`src/rtl/tour_sequencer.sv`:
```
// tour_sequencer: walks a solved knight's tour, splits each one-hot move into a
// vertical leg (OP_MOVE) and a horizontal leg (OP_FANFARE), and issues each leg
// over a valid/ready command channel. After each accepted leg it waits for a
// completion pulse before moving on.
module tour_sequencer #(
    parameter int         NUM_MOVES  = 24,
    parameter logic [3:0] OP_MOVE    = 4'h2,
    parameter logic [3:0] OP_FANFARE = 4'h3
) (
    input  logic        clk,
    input  logic        rst,
    input  logic        start,
    input  logic [7:0]  move,
    output logic [4:0]  indx,
    output logic [15:0] cmd,
    output logic        cmd_vld,
    input  logic        cmd_rdy,
    input  logic        resp_rdy,
    output logic        busy,
    output logic        done,
    output logic        err
);

    localparam logic [7:0] HEAD_N = 8'h00;
    localparam logic [7:0] HEAD_W = 8'h3F;
    localparam logic [7:0] HEAD_S = 8'h7F;
    localparam logic [7:0] HEAD_E = 8'hBF;
    localparam logic [4:0] LAST   = 5'(NUM_MOVES - 1);

    typedef enum logic [2:0] {
        S_IDLE, S_LOAD, S_VERT, S_VWAIT, S_HORZ, S_HWAIT
    } state_t;

    state_t      state, state_n;
    logic [4:0]  indx_n;
    logic [15:0] cmd_n;
    logic        vld_n, done_n, err_n;
    logic [7:0]  mv_q, mv_n;

    // Vertical leg: bits 0,3 dy=+1; 1,2 dy=+2; 4,7 dy=-1; 5,6 dy=-2.
    function automatic logic [15:0] vert_leg(input logic [7:0] m);
        logic [15:0] c;
        if (|(m & 8'b0000_1001))      c = {OP_MOVE, HEAD_N, 4'd1};
        else if (|(m & 8'b0000_0110)) c = {OP_MOVE, HEAD_N, 4'd2};
        else if (|(m & 8'b1001_0000)) c = {OP_MOVE, HEAD_S, 4'd1};
        else                          c = {OP_MOVE, HEAD_S, 4'd2};
        return c;
    endfunction

    // Horizontal leg: bits 0,7 dx=+2; 1,6 dx=+1; 2,5 dx=-1; 3,4 dx=-2.
    function automatic logic [15:0] horz_leg(input logic [7:0] m);
        logic [15:0] c;
        if (|(m & 8'b1000_0001))      c = {OP_FANFARE, HEAD_E, 4'd2};
        else if (|(m & 8'b0100_0010)) c = {OP_FANFARE, HEAD_E, 4'd1};
        else if (|(m & 8'b0010_0100)) c = {OP_FANFARE, HEAD_W, 4'd1};
        else                          c = {OP_FANFARE, HEAD_W, 4'd2};
        return c;
    endfunction

    logic move_onehot;
    assign move_onehot = (move != 8'h00) && ((move & (move - 8'h01)) == 8'h00);

    assign busy = (state != S_IDLE);

    // Next-state and next-output logic; cmd/cmd_vld are computed one cycle ahead
    // so they leave the block straight from flops.
    always_comb begin
        state_n = state;
        indx_n  = indx;
        cmd_n   = cmd;
        vld_n   = cmd_vld;
        done_n  = 1'b0;
        err_n   = err;
        mv_n    = mv_q;
        case (state)
            S_IDLE: if (start) begin
                state_n = S_LOAD;
                indx_n  = 5'd0;
                err_n   = 1'b0;
            end
            S_LOAD: begin
                mv_n = move;
                if (!move_onehot) begin
                    err_n   = 1'b1;
                    done_n  = 1'b1;
                    state_n = S_IDLE;
                end else begin
                    cmd_n   = vert_leg(move);
                    vld_n   = 1'b1;
                    state_n = S_VERT;
                end
            end
            S_VERT: if (cmd_rdy) begin
                vld_n   = 1'b0;
                state_n = S_VWAIT;
            end
            S_VWAIT: if (resp_rdy) begin
                cmd_n   = horz_leg(mv_q);
                vld_n   = 1'b1;
                state_n = S_HORZ;
            end
            S_HORZ: if (cmd_rdy) begin
                vld_n   = 1'b0;
                state_n = S_HWAIT;
            end
            S_HWAIT: if (resp_rdy) begin
                if (indx == LAST) begin
                    done_n  = 1'b1;
                    state_n = S_IDLE;
                end else begin
                    indx_n  = indx + 5'd1;
                    state_n = S_LOAD;
                end
            end
            default: begin
                vld_n   = 1'b0;
                state_n = S_IDLE;
            end
        endcase
    end

    // State and output registers with synchronous reset.
    always_ff @(posedge clk) begin
        if (rst) begin
            state   <= S_IDLE;
            indx    <= 5'd0;
            cmd     <= 16'h0000;
            cmd_vld <= 1'b0;
            done    <= 1'b0;
            err     <= 1'b0;
            mv_q    <= 8'h00;
        end else begin
            state   <= state_n;
            indx    <= indx_n;
            cmd     <= cmd_n;
            cmd_vld <= vld_n;
            done    <= done_n;
            err     <= err_n;
            mv_q    <= mv_n;
        end
    end

endmodule
```
`config.mk`:
```
export PLATFORM = sky130hd
export DESIGN_NAME = tour_sequencer
export DESIGN_NICKNAME = d
export VERILOG_FILES = /design/src/rtl/tour_sequencer.sv
export SDC_FILE = /design/constraint.sdc
export NUM_CORES = 1
export LEC_CHECK = 0
export CAP_MARGIN = 20
export CELL_PAD_IN_SITES_DETAIL_PLACEMENT = 1
export CELL_PAD_IN_SITES_GLOBAL_PLACEMENT = 2
export CORE_MARGIN = 2
export CORE_UTILIZATION = 38
export CTS_BUF_LIST = sky130_fd_sc_hd__clkbuf_4 sky130_fd_sc_hd__clkbuf_8 sky130_fd_sc_hd__clkbuf_16
export DETAILED_ROUTE_END_ITERATION = 7
export DONT_BUFFER_PORTS = 1
export PLACE_DENSITY = 0.83
export SYNTH_ARGS = -nofsm -noshare
export SYNTH_HDL_FRONTEND = slang
export SYNTH_SLANG_ARGS = --single-unit
```
`constraint.sdc`:
```
create_clock -name clk -period 3.2 [get_ports clk]
set_clock_uncertainty 0.2 [all_clocks]
set_input_delay 0.32 -clock clk [delete_from_list [all_inputs] [get_ports clk]]
set_output_delay 0.32 -clock clk [all_outputs]
set_load 0.005 [all_outputs]
```
* After elaboration in Yosys (flattened, before gate mapping)
Cells that the tools add are included.
Cells by class: equal/unequal tests 15, $add $sub $neg 2, mux-type cells 32, bitwise logic cells 2, reduce and logical (&&, ||, !) cells 21
Operators by type and width (count):
- two-way mux 16 bit | 2
- one-hot mux 16 bit (2 select lines) | 1
- two-way mux 12 bit | 2
- two-way mux 11 bit | 2
- one-hot mux 3 bit (6 select lines) | 1
- inequality test 2 bit (second input constant) | 8
- OR reduction 2 bit | 8
- two-way mux 3 bit | 5
- two-way mux 5 bit | 3
- one-hot mux 5 bit (2 select lines) | 1
- two-way mux 1 bit | 9
- bitwise AND 8 bit | 1
- zero test 8 bit | 1
- AND reduction 4 bit | 2
- nonzero test 8 bit | 1
- subtractor 8 x 1 -> 8 bit (second input constant) | 1
- equality test 3 x 2 -> 1 bit (second input constant) | 2
- equality test 3 bit (second input constant) | 2
- two-way mux 2 bit | 3
- AND reduction 3 bit | 2
- nonzero test 2 bit | 3
- adder 5 x 1 -> 5 bit (second input constant) | 1
- equality test 5 bit (second input constant) | 1
- AND reduction 5 bit | 1
- other kinds (8) | 9
Word-level totals: register bits 35

* Depth between registers and ports, before layout
depth after elaboration 6, depth in mapped cells 6, depth with buffers taken out 6

* Worst setup path before layout
OpenSTA, ideal clock, no wires.
path kind input to register, start input move[2], end register cmd[10], buffers on the path 0, arrival 1.767 ns, path slack 1.116 ns, cell stages on the path 4, library setup time 0.116 ns, cells stage by stage or4_4 o22a_4 a2111o_1 a41o_1
On the way: cells in the longest elaborated chain, start to end 6, elaborated cells on any way between the ends 12, classes of those cells 1 x add/sub; 1 x eq/ne; 4 x mux; 1 x bitwise; 5 x reduce/logical
Ends and longest elaborated chain:
- from (decl) | RTL line 13 | input logic [7:0] move,
- subtractor 8 x 1 -> 8 bit | RTL line 61 | assign move_onehot = (move != 8'h00) && ((move & (move - 8'h01)) == 8'h00);
- bitwise AND 8 bit | RTL line 61
- zero test 8 bit | RTL line 61
- logical AND 1 bit | RTL line 61
- inequality test 2 bit (no source line)
- AND reduction 3 bit (no source line)
- to (signal assigned) | RTL line 135 | cmd <= cmd_n;
- to (decl) | RTL line 15 | output logic [15:0] cmd,
Parallel ways exist; a longest one is shown, timed or not. The select of a mux whose other input is x is not followed. A chain may end at the register's enable or synchronous reset.

* Worst setup path in the final report
start register state[0], end register done
On the way: cells in the longest elaborated chain, start to end 2, elaborated cells on any way between the ends 3, classes of those cells 2 x eq/ne; 1 x mux
Ends and longest elaborated chain:
- from (decl) | RTL line 34 | state_t state, state_n;
- from (signal assigned) | RTL line 133 | state <= state_n;
- equality test 3 bit / equality test 3 x 1 -> 1 bit (equally long branches) | RTL line 75 | case (state)
- one-hot mux 1 bit (2 select lines) * | RTL line 75
- to (signal assigned) | RTL line 137 | done <= done_n;
- to (decl) | RTL line 20 | output logic done,
Every way passes the cells marked *; elsewhere a longest branch is shown, timed or not.

==> impl_metrics.yaml <==
min_path:
  holdCritPathClass: "in2reg"
  hp-start: "resp_rdy"
sta:
  slew_viol_final: 0
  highest_clock_frequency_the_design_can_meet_mhz: 366
  finalCriticalPeriod_ns: 2.73
  relSlewSlack_pct: 43.3
  rsz0062_at_grt: "no"
  setup_violations: 0
  fin_worst_hold_slack_ns: 0.0165
  finalCritPeriodShare_pct: 85.4
  tightestPinTransition_ns: 0.848
  finalHoldViolations: 0
  setup-tns-final_ns: 0
synth:
  synthFlopType: "dfxtp_1"
  async_reset_ff_share_pct: 0
  syn_area_per_cell_um2: 8.48
  synthesis.area_um2: 1320
  number_of_enable_type_register_cells_in_the_synthesized_netlist: 0
  synth-seq-area-share_pct: 36.5
  ys_warn_count: 0
  synthesis_stage_register_bit_count: 24
  syn_inst_count: 155
  synth_cell_types: 43
worst_setup_path:
  worst-path-buf-inv: 2
  worst_ep_required_ns: 3.29
  sequence_of_cells_on_the_critical_path: "nor3b_1, buf_4, o41ai_1, a31oi_1, a31oi_1, a21oi_1, dlygate4sd3_1"
  critical_path.max_stage_delay_ns: 0.59
  critPathTopFamily: "buffers and inverters"
  path_common_cell: "a31oi_1"
  crit_path_top_delay_cell: "dfxtp_1"
  critical_path_peak_fanout: 15
  regToRegStartpoint: "state[0]$_SDFFE_PP0P_"
  worst_setup_path_end_kind: "flip-flop"
  timing.setup.critical_path_class: "reg2reg"
  worstSetupStartpoint: "state[0]$_SDFFE_PP0P_"
  timing.critical_path.arrival_ns: 2.82
  crit_path_start_kind: "flip-flop"
clocking:
  cts.root.buffer_cell: "clkbuf_4"
  cts.sink_count: 24
  cts_resized: 0
  clock_slew_at_the_register_clock_pins_of_the_worst_setup_and_hold_paths_ns: 0.14
  cts-root-to-sink-buffers: 2
  cts-htree-levels: 1
  cts_tree: "yes"
  clk-insertion-delay-late_ns: 0.33
  cts_buffers: 3
die:
  ioPinCount: 38
  site_rows: 21
  initial_utilization_pct: 39.4
  chipHeight_um: 62.8
  core_region_area_um2: 3340
  chipWidth_um: 62.8
  die_area_um2: 3950
final_layout:
  most-common-layout-cells: "24 x dfxtp_1, 16 x nor2_1, 14 x a21oi_1, 9 x nand2_1, 9 x dlygate4sd3_1"
  layout_commonest_cell: "dfxtp_1"
  layout.filler_cells: 409
  final_util_pct: 43.4
  syn_to_final_growth_pct: 10.1
  insertedDiodeCount: 0
  final_layout_size_suffix_gt1_share_pct: 6.96
  final_nets: 173
place:
  dp_hpwl_um: 2480
  gp_routability_congestion: 0.734
  buffer_ports.inserted: 0
detailed_routing:
  remaining_drc_errors: 0
  drt-total-wl_um: 3300
  wl_per_cell_um: 16.2
  detailedRoute.firstPassIterationCount: 5
  route.detailed.vias_per_inst: 5.70
  ant_nets: 0
  detailed_route_via_count: 1162
  drt_first_iter_violations: 59
pwr:
  p_leak_uw: 0.000521
  cellPowerDensity_nw_per_um2: 428
  seq_power_share_pct: 52.0
  max-vdd-ir-drop_mv: 0.328
  power_frac_comb_pct: 12.4
  switching_share_pct: 23.6
  power.clock.fraction_pct: 35.6
  cellInternalPower_uw: 474
  switching_power_uw: 146
flow_run:
  max-cap-violations: 0
global_route:
  grt.total_usage_pct: 17.9
  maximum_number_of_pins_on_one_net_before_global_route_repair: 24
  first_global_vias: 1204
  grt_antenna_before_repair: 0
  overflow_left_after_global_routing: 0
  first_pass_grt_wire_length_um: 5710
outcome:
  outcome: "finished, final reports clean"
sequential cells by signal (all words and copies together) (netlist names):
signal / cells
cmd: 7
cmd_vld: 1
done: 1
err: 1
indx: 5
mv_q: 6
state: 3
Yosys cell counts (2+ instances only):
| master | instances | area [µm²] |
|---|---|---|
| o41ai_1 | 2 | 17.5 |
| mux2i_1 | 7 | 70.1 |
| nor2b_1 | 3 | 18.8 |
| or3_1 | 2 | 12.5 |
| buf_4 | 9 | 67.6 |
| dfxtp_1 | 24 | 480 |
| nand3_1 | 4 | 20.0 |
| nor4_1 | 3 | 18.8 |
| nand2b_1 | 2 | 12.5 |
| nor3b_1 | 4 | 30.0 |
| a211oi_1 | 3 | 22.5 |
| a21oi_1 | 14 | 70.1 |
| nor2_1 | 16 | 60.1 |
| clkbuf_1 | 4 | 15.0 |
| o21ai_0 | 6 | 30.0 |
| a41oi_1 | 2 | 17.5 |
| o311a_1 | 2 | 20.0 |
| o21ai_1 | 2 | 10.0 |
| nand2_1 | 9 | 33.8 |
| nand3b_1 | 2 | 15.0 |
| a31oi_1 | 5 | 31.3 |
| nor3_1 | 6 | 30.0 |
| inv_1 | 4 | 15.0 |
layer usage:
metal	GRT usage, %	up-vias	wire [µm]
met3	4.86	5	136
met2	32.4	22	1690
met4	2.22	0	22
met5	0	-	0
met1	21.6	559	1450
li1	-	576	-
through the flow:
stage	setup slack, ns	instances	power, µW	cell area [µm²]
final	0.467	204	620	1450
after floorplan	1.12	158	385	1330
after CTS	0.450	204	631	1450
after global routing	0.236	204	651	1450
after global placement	0.910	191	390	1310
after detailed placement	0.834	191	392	1310
cell type report:
| cell class | count | area (µm²) | share of cell area [%] |
|---|---|---|---|
| Sequential cell | 24 | 480 | 33.2 |
| Clock inverter | 1 | 30.0 | 2.07 |
| Multi-Input combinational cell | 116 | 744 | 51.4 |
| Inverter | 4 | 15.0 | 1.04 |
| Tap cell | 46 | 57.6 | 3.98 |
| Clock buffer | 3 | 22.5 | 1.56 |
| Timing Repair Buffer | 10 | 97.6 | 6.74 |
final timing paths:
path / end / slack [ns] / cells after the start
hold reg to reg: cmd[0]$_SDFFE_PP0P_ / 0.30 / 2
hold / removal: state[2]$_SDFFE_PP0P_ / 0.02 / 3
setup / recovery: done$_SDFF_PP0_ / 0.47 / 7
setup reg to reg: done$_SDFF_PP0_ / 0.47 / 7
kinds of logic after synthesis:
| kind of cell | after synthesis | share of synthesized area, % |
|---|---|---|
| AND/OR/NAND/NOR | 58 | 23.8 |
| AO/OA/AOI/OAI | 46 | 25.4 |
| flip-flops | 24 | 36.5 |
| buffers and inverters | 18 | 7.71 |
| multiplexers | 7 | 5.33 |
| adder cells (fa/ha/maj) | 1 | 0.951 |
| other | 1 | 0.285 |
worst min-delay path: stages:
cell and delay [ns]:
nand2_1 0.07, nand2_1 0.07, a21oi_1 0.06
power groups by stage:
stage               combinational, µW  sequential (µW)  clock, µW
floorplan                        61.0              324          0
global placement                 61.0              329          0
detailed placement               63.0              329          0
CTS                              77.5              323        230
global route                     86.3              325        240
finish                           77.1              322        220
what timing repair did:
item                                   4_1_cts  5_1_grt
hold buffers                                 9        0
endpoints found under the hold margin       23        0
buffers inserted                             0        0
(Power assumes the default switching activity.)
